$ cat src/rtl/pipe_hazard_pkg.sv
// Shared types for the EXE/MEM/WB destination-tag tracker.
package pipe_hazard_pkg;

  localparam int unsigned REG_W = 4;

  typedef struct packed {
    logic             wb_en;
    logic [REG_W-1:0] dest;
    logic             mem_r_en;
  } stage_tag_t;

  localparam stage_tag_t BUBBLE_TAG = '0;

  // A tag only ever matches when it will actually write the register file.
  function automatic logic tag_matches(input stage_tag_t       tag,
                                       input logic [REG_W-1:0] src1,
                                       input logic [REG_W-1:0] src2,
                                       input logic             two_src);
    tag_matches = tag.wb_en && ((tag.dest == src1) || (two_src && (tag.dest == src2)));
  endfunction

endpackage

$ cat src/rtl/hazard_stage_reg.sv
// One pipeline stage tag register: async reset, hold on freeze, load otherwise.
module hazard_stage_reg
  import pipe_hazard_pkg::*;
(
  input  logic       clk,
  input  logic       rst_n,
  input  logic       freeze,
  input  stage_tag_t tag_d,
  output stage_tag_t tag_q
);

  always_ff @(posedge clk or negedge rst_n) begin
    if (!rst_n) begin
      tag_q <= BUBBLE_TAG;
    end else if (!freeze) begin
      tag_q <= tag_d;
    end
  end

endmodule

$ cat src/rtl/pipe_hazard_tracker.sv
// Destination-tag tracker and stall generator for the 5-stage pipeline.
// PIPE_FORWARDING_EN defined: only load-use stalls; undefined: stall on any EXE/MEM RAW.
module pipe_hazard_tracker #(
  parameter int unsigned REG_W = pipe_hazard_pkg::REG_W,
  parameter int unsigned CNT_W = 16
) (
  input  logic             clk,
  input  logic             rst_n,
  input  logic             freeze,
  input  logic             flush,
  input  logic             id_valid,
  input  logic [REG_W-1:0] id_src1,
  input  logic [REG_W-1:0] id_src2,
  input  logic             id_two_src,
  input  logic             id_wb_en,
  input  logic [REG_W-1:0] id_dest,
  input  logic             id_mem_r_en,
  output logic             hazard,
  output logic             exe_wb_en,
  output logic             mem_wb_en,
  output logic             wb_wb_en,
  output logic [REG_W-1:0] exe_dest,
  output logic [REG_W-1:0] mem_dest,
  output logic [REG_W-1:0] wb_dest,
  output logic [CNT_W-1:0] hazard_cnt
);

  import pipe_hazard_pkg::*;

  stage_tag_t id_tag;
  stage_tag_t exe_d;
  stage_tag_t exe_q;
  stage_tag_t mem_q;
  stage_tag_t wb_q;

  logic             exe_hit;
  logic             mem_hit;
  logic             raw_hazard;
  logic             id_accept;
  logic [CNT_W-1:0] hazard_cnt_d;
  logic [CNT_W-1:0] hazard_cnt_q;

  // The WB load flag has no consumer; the register file is written ahead of the ID read.
  logic unused_wb_mem_r_en;
  assign unused_wb_mem_r_en = wb_q.mem_r_en;

  assign id_tag = '{wb_en: id_wb_en, dest: id_dest, mem_r_en: id_mem_r_en};

  always_comb begin
    exe_hit = tag_matches(exe_q, id_src1, id_src2, id_two_src);
    mem_hit = tag_matches(mem_q, id_src1, id_src2, id_two_src);
`ifdef PIPE_FORWARDING_EN
    raw_hazard = exe_hit && exe_q.mem_r_en;
`else
    raw_hazard = exe_hit || mem_hit;
`endif
    // A flushed instruction is dead, so it must neither stall nor enter EXE.
    hazard    = id_valid && !flush && raw_hazard;
    id_accept = id_valid && !flush && !hazard;
    exe_d     = id_accept ? id_tag : BUBBLE_TAG;
  end

`ifdef PIPE_FORWARDING_EN
  logic unused_mem_hit;
  assign unused_mem_hit = mem_hit;
`endif

  hazard_stage_reg u_exe_reg (
    .clk    (clk),
    .rst_n  (rst_n),
    .freeze (freeze),
    .tag_d  (exe_d),
    .tag_q  (exe_q)
  );

  hazard_stage_reg u_mem_reg (
    .clk    (clk),
    .rst_n  (rst_n),
    .freeze (freeze),
    .tag_d  (exe_q),
    .tag_q  (mem_q)
  );

  hazard_stage_reg u_wb_reg (
    .clk    (clk),
    .rst_n  (rst_n),
    .freeze (freeze),
    .tag_d  (mem_q),
    .tag_q  (wb_q)
  );

  always_comb begin
    hazard_cnt_d = hazard_cnt_q;
    if (hazard && !freeze && (hazard_cnt_q != {CNT_W{1'b1}})) begin
      hazard_cnt_d = hazard_cnt_q + 1'b1;
    end
  end

  always_ff @(posedge clk or negedge rst_n) begin
    if (!rst_n) begin
      hazard_cnt_q <= '0;
    end else begin
      hazard_cnt_q <= hazard_cnt_d;
    end
  end

  assign exe_wb_en  = exe_q.wb_en;
  assign mem_wb_en  = mem_q.wb_en;
  assign wb_wb_en   = wb_q.wb_en;
  assign exe_dest   = exe_q.dest;
  assign mem_dest   = mem_q.dest;
  assign wb_dest    = wb_q.dest;
  assign hazard_cnt = hazard_cnt_q;

endmodule

$ cat config.mk
export PLATFORM = sky130hd
export DESIGN_NAME = pipe_hazard_tracker
export DESIGN_NICKNAME = d
export VERILOG_FILES = /design/src/rtl/pipe_hazard_pkg.sv /design/src/rtl/hazard_stage_reg.sv /design/src/rtl/pipe_hazard_tracker.sv
export SDC_FILE = /design/constraint.sdc
export NUM_CORES = 1
export LEC_CHECK = 0
export BUFFER_PORTS_ARGS = -buffer_cell sky130_fd_sc_hd__buf_4
export CAP_MARGIN = 5
export CORE_MARGIN = 4
export CORE_UTILIZATION = 35
export DETAILED_ROUTE_END_ITERATION = 10
export PLACE_DENSITY = 0.55
export SYNTH_ARGS = -nofsm -noshare
export SYNTH_HDL_FRONTEND = slang
export SYNTH_HIERARCHICAL = 1
export SYNTH_SLANG_ARGS = --single-unit
$ cat constraint.sdc
create_clock -name clk -period 2 [get_ports clk]
set_input_delay 0.4 -clock clk [delete_from_list [all_inputs] [get_ports clk]]
set_output_delay 0.4 -clock clk [all_outputs]
set_load 0.02 [all_outputs]
### Word-level counts from Yosys, hierarchy flattened

Cells that the tools add are included.

* output and inout bits: 32
* bits of input ports: 20
* logic and storage cells: 29
* flip-flop bits (word level): 31

* mux-type cells: 1
* reductions and logical operators: 15
* equality and inequality tests: 5
* add/sub/neg operators: 1

Operators by type and width (count)
* $add 16x1->16 const B: 1
* $eq 4x4->1: 4
* $ne 16x16->1 const B: 1
* $logic_and 1x1->1: 9
* $mux 6: 1
* $logic_not 1->1: 3
* $logic_or 1x1->1: 3

### Depth between registers and ports, before layout

* depth in word-level cells: 9
* mapped depth: 7
* depth with buffers taken out: 7

### By module

The synthesis kept the hierarchy.

Modules (own cells, without submodules)
* pipe_hazard_tracker: seq. area each 400.4 um2, cells each 114, times used 1, area each 1119.8 um2
* hazard_stage_reg: seq. area each 150.1 um2, cells each 13, times used 3, area each 251.5 um2

### Worst setup path after synthesis

OpenSTA, ideal clock, no wires.

* path kind: register to output
* start: register u_mem_reg/tag_q[1] (netlist bit)
* end: output hazard
* setup slack: 14 ps
* buffers on the path: 1
* required time: 1600 ps
* arrival time: 1586 ps
* stages on the path, launching flop included: 7
* path through: dfrtp_1 > xor2_1 > a211o_1 > nor3_2 > a211oi_2 > clkbuf_1 > nor2_1

* longest elaborated chain between the ends: 6
* elaborated cells on any way between the ends: 7
* classes of those cells: 2 x eq/ne; 5 x reduce/logical

Ends and longest elaborated chain
* from (decl): RTL line hazard_stage_reg.sv:9 `output stage_tag_t tag_q`
* from (signal assigned): RTL line hazard_stage_reg.sv:16 `tag_q <= tag_d;`
* $eq 4x4->1: RTL line pipe_hazard_pkg.sv:19 `tag_matches = tag.wb_en && ((tag.dest == src1) || (two_src && (tag.dest == src2)));`
* $logic_and 1x1->1: RTL line pipe_hazard_pkg.sv:19
* $logic_or 1x1->1 (*): RTL line pipe_hazard_pkg.sv:19
* $logic_and 1x1->1 (*): RTL line pipe_hazard_pkg.sv:19
* $logic_or 1x1->1 (*): RTL line pipe_hazard_tracker.sv:55 `raw_hazard = exe_hit || mem_hit;`
* $logic_and 1x1->1 (*): RTL line pipe_hazard_tracker.sv:58 `hazard = id_valid && !flush && raw_hazard;`
* to (decl): RTL line pipe_hazard_tracker.sv:18 `output logic hazard,`

Mark *: on every way between the ends. The rest lies on a longest branch, timed or not.

### Final worst setup path

* start: register u_exe_reg/tag_q[3] (netlist bit)
* end: register hazard_cnt_q[9], in the netlist hazard_cnt[9]

* longest elaborated chain between the ends: 8
* elaborated cells on any way between the ends: 9
* classes of those cells: 2 x eq/ne; 7 x reduce/logical

Ends and longest elaborated chain
* from (decl): RTL line hazard_stage_reg.sv:9
* from (signal assigned): RTL line hazard_stage_reg.sv:16
* $eq 4x4->1: RTL line pipe_hazard_pkg.sv:19
* $logic_and 1x1->1: RTL line pipe_hazard_pkg.sv:19
* $logic_or 1x1->1 (*): RTL line pipe_hazard_pkg.sv:19
* $logic_and 1x1->1 (*): RTL line pipe_hazard_pkg.sv:19
* $logic_or 1x1->1 (*): RTL line pipe_hazard_tracker.sv:55
* $logic_and 1x1->1 (*): RTL line pipe_hazard_tracker.sv:58
* $logic_and 1x1->1 (*) (2 in a row): RTL line pipe_hazard_tracker.sv:94 `if (hazard && !freeze && (hazard_cnt_q != {CNT_W{1'b1}})) begin`
* to (signal assigned): RTL line pipe_hazard_tracker.sv:103 `hazard_cnt_q <= hazard_cnt_d;`
* to (decl): RTL line pipe_hazard_tracker.sv:41 `logic [CNT_W-1:0] hazard_cnt_q;`

Marks and branches as above.
A chain may end at the register's enable or synchronous reset.

==> results.md <==
- Pwr Density: 574 nW/um^2
- Max cap viols: 0
- ANT cells: 0
- Fin crit share: 105%
- Initial core utilization: 36.5%
- Min cycle time layout: between 2 and 2.5 ns
- Final Hold Viols: 0
- Arrival time at the worst endpoint: ~2.3 ns
- Total wire length: 4460 microns
- Fin. max-slew vios: 0
- Hold Crit Class: input pin to async pin
- Core Box Area: between 4000 and 5000 sq um
- Fraction of layout cells with a size suffix above 1: a little over half
- Least-Margin Pin Slew: ~0.50 ns
- Post-Syn Instances: between 100 and 150
- Worst-Skew Late Latency: 0.27 ns
- Unrepaired setup endpoints after global routing: true
- Die height: between 70 and 80 microns
- CTS tree: built
- Initial antenna violation count: 0
- DRT antenna net count: 0
- Clock buffer depth: 2
- Clock Skew: roughly 0.005 ns
- DR WL/cell: around 15 microns
- Relative slew slack: roughly 67%
- Clk sinks: 31
- Max Fanout on Critical Path: 8
- I/O Buffers: 50
- Vias in the first global route: around 1,500
- Setup Viol. Count Final: 13
- Worst-path clk slew: around 0.060 ns
- Status: finished with violations
- Final instance area: 2550 sq um
- Max IR drop VDD: approximately 0.00035 V
- Total power: about 1.5 mW
- Cell Rows: 25
- LEAKAGE: between 1 and 1.5 nW
- Drt first-iter violations: 74
- Net count, final: 243
- H-tree levels: 2
- Total grt overflow: 0
- Failing checks: setup timing
- Syn nets: 167
- Die Area: 6190 sq um
- Pre-antenna DRT Iters: 4
- HPWL Detailed: ~3200 microns
- Routed vias/inst: 4.96
- Placement Cell Area: approximately 2300 sq um
- GP Congestion: just over 0.9
- Post-route setup slack: -0.110 ns
- DRC: 0
- Global-route wire length before repair: 7260 microns
- Synth warnings: 6
- Crit Path Class: flop to flop
- Avg Cell Area, Syn: roughly 12 sq um
- Max Clk Rate: approximately 470 MHz
- Clk root buf: clkbuf_8
- Largest net degree at the start of global routing: 32
- Startpoint type of the worst setup path: flop
- Mapped Area: 1750 sq um
- GRT Util Overall: 14.8%
- DR vias: around 1,400
- TritonCTS Buffers: 5
- Setup TNS: -0.522 ns
- Area Overhead vs Synth: 45.7%
- CP Capture Type: flop
- Req. time, crit path: 2.20 ns
- IO Pins: 52
- Die X: 78.7 microns
what timing repair did:
item | 4_1_cts | 5_1_grt
gates cloned | 0 | 0
setup buffers | 2 | 4
pin swaps | 2 | 6
hold buffers | 0 | 0
gates resized for setup | 11 | 11
endpoints found under the setup margin | 16 | 15
metrics by stage:
stage	instances	hold slack, ns	util, %	setup WS, ns
final	290	0.0550	53.2	-0.110
after global routing	290	0.0759	53.2	-0.224
after CTS	286	0.0610	51.3	-0.120
after detailed placement	276	0.366	47.9	-0.264
after global placement	276	0.357	47.9	-0.224
after floorplan	146	0.104	-	0.0237
sequential cells by signal (all words and copies together), names as in the netlist:
| name | cells |
|---|---|
| hazard_cnt | 16 |
| u_exe_reg/tag_q | 5 |
| u_wb_reg/tag_q | 5 |
| u_mem_reg/tag_q | 5 |
worst paths after layout:
path / cells after the start / end / slack, ns / startpoint
min in group clk: 3 / u_exe_reg/tag_q[2] / 0.48 / id_dest[1]
setup / recovery: 7 / hazard_cnt[9] / -0.11 / u_exe_reg/tag_q[3]
hold / removal: 1 / hazard_cnt[3] / 0.05 / rst_n
max in group asynchronous: 1 / u_exe_reg/tag_q[3] / 1.64 / rst_n
setup reg to reg: 7 / hazard_cnt[9] / -0.11 / u_exe_reg/tag_q[3]
hold reg to reg: 1 / hazard_cnt[9] / 0.50 / hazard_cnt[9]
routing by layer:
layer,vias to the layer above,global-route usage (%),wire [microns]
met1,700,19.3,1900
met3,11,3.90,267
met5,-,0,0
met2,54,22.9,2220
met4,0,6.47,75
li1,672,-,-
cells in the final DEF, fill, tap and decap left out, types with 2 or more instances in the layout:
master / instances
nor3_2: 5
nand2b_1: 3
clkbuf_1: 2
buf_4: 71
nand3_1: 11
inv_1: 4
dfrtp_1: 30
buf_6: 3
nand2_1: 7
clkbuf_8: 5
xnor2_1: 8
nor3_4: 2
mux2_4: 15
and3_4: 2
nor4_4: 4
xor2_1: 16
nor2_1: 7
and3_1: 5
report_power, final:
group	switching (mW)	internal [mW]	total [mW]	leakage (nW)
logic	0.145	0.166	0.312	0.881
clock network	0.214	0.244	0.458	0.0422
registers	0.0350	0.658	0.693	0.424
worst max-delay path, cell delays in order (launching register included):
cell and delay, ns:
dfrtp_2 0.43, buf_6 0.12, a222oi_1 0.44, a211oi_4 0.15
buf_4 0.21, buf_4 0.20, nor4_4 0.31, xor2_1 0.16
area by class of cell:
class,instances,area [sq um]
multi-input cells,106,1020
repair buffers,74,567
inverters,4,15.0
clock inverters,1,5.00
flip-flops and latches,31,777
well taps,67,83.8
fillers,436,2240
clock buffers,7,76.3
(Power assumes the default switching activity.)
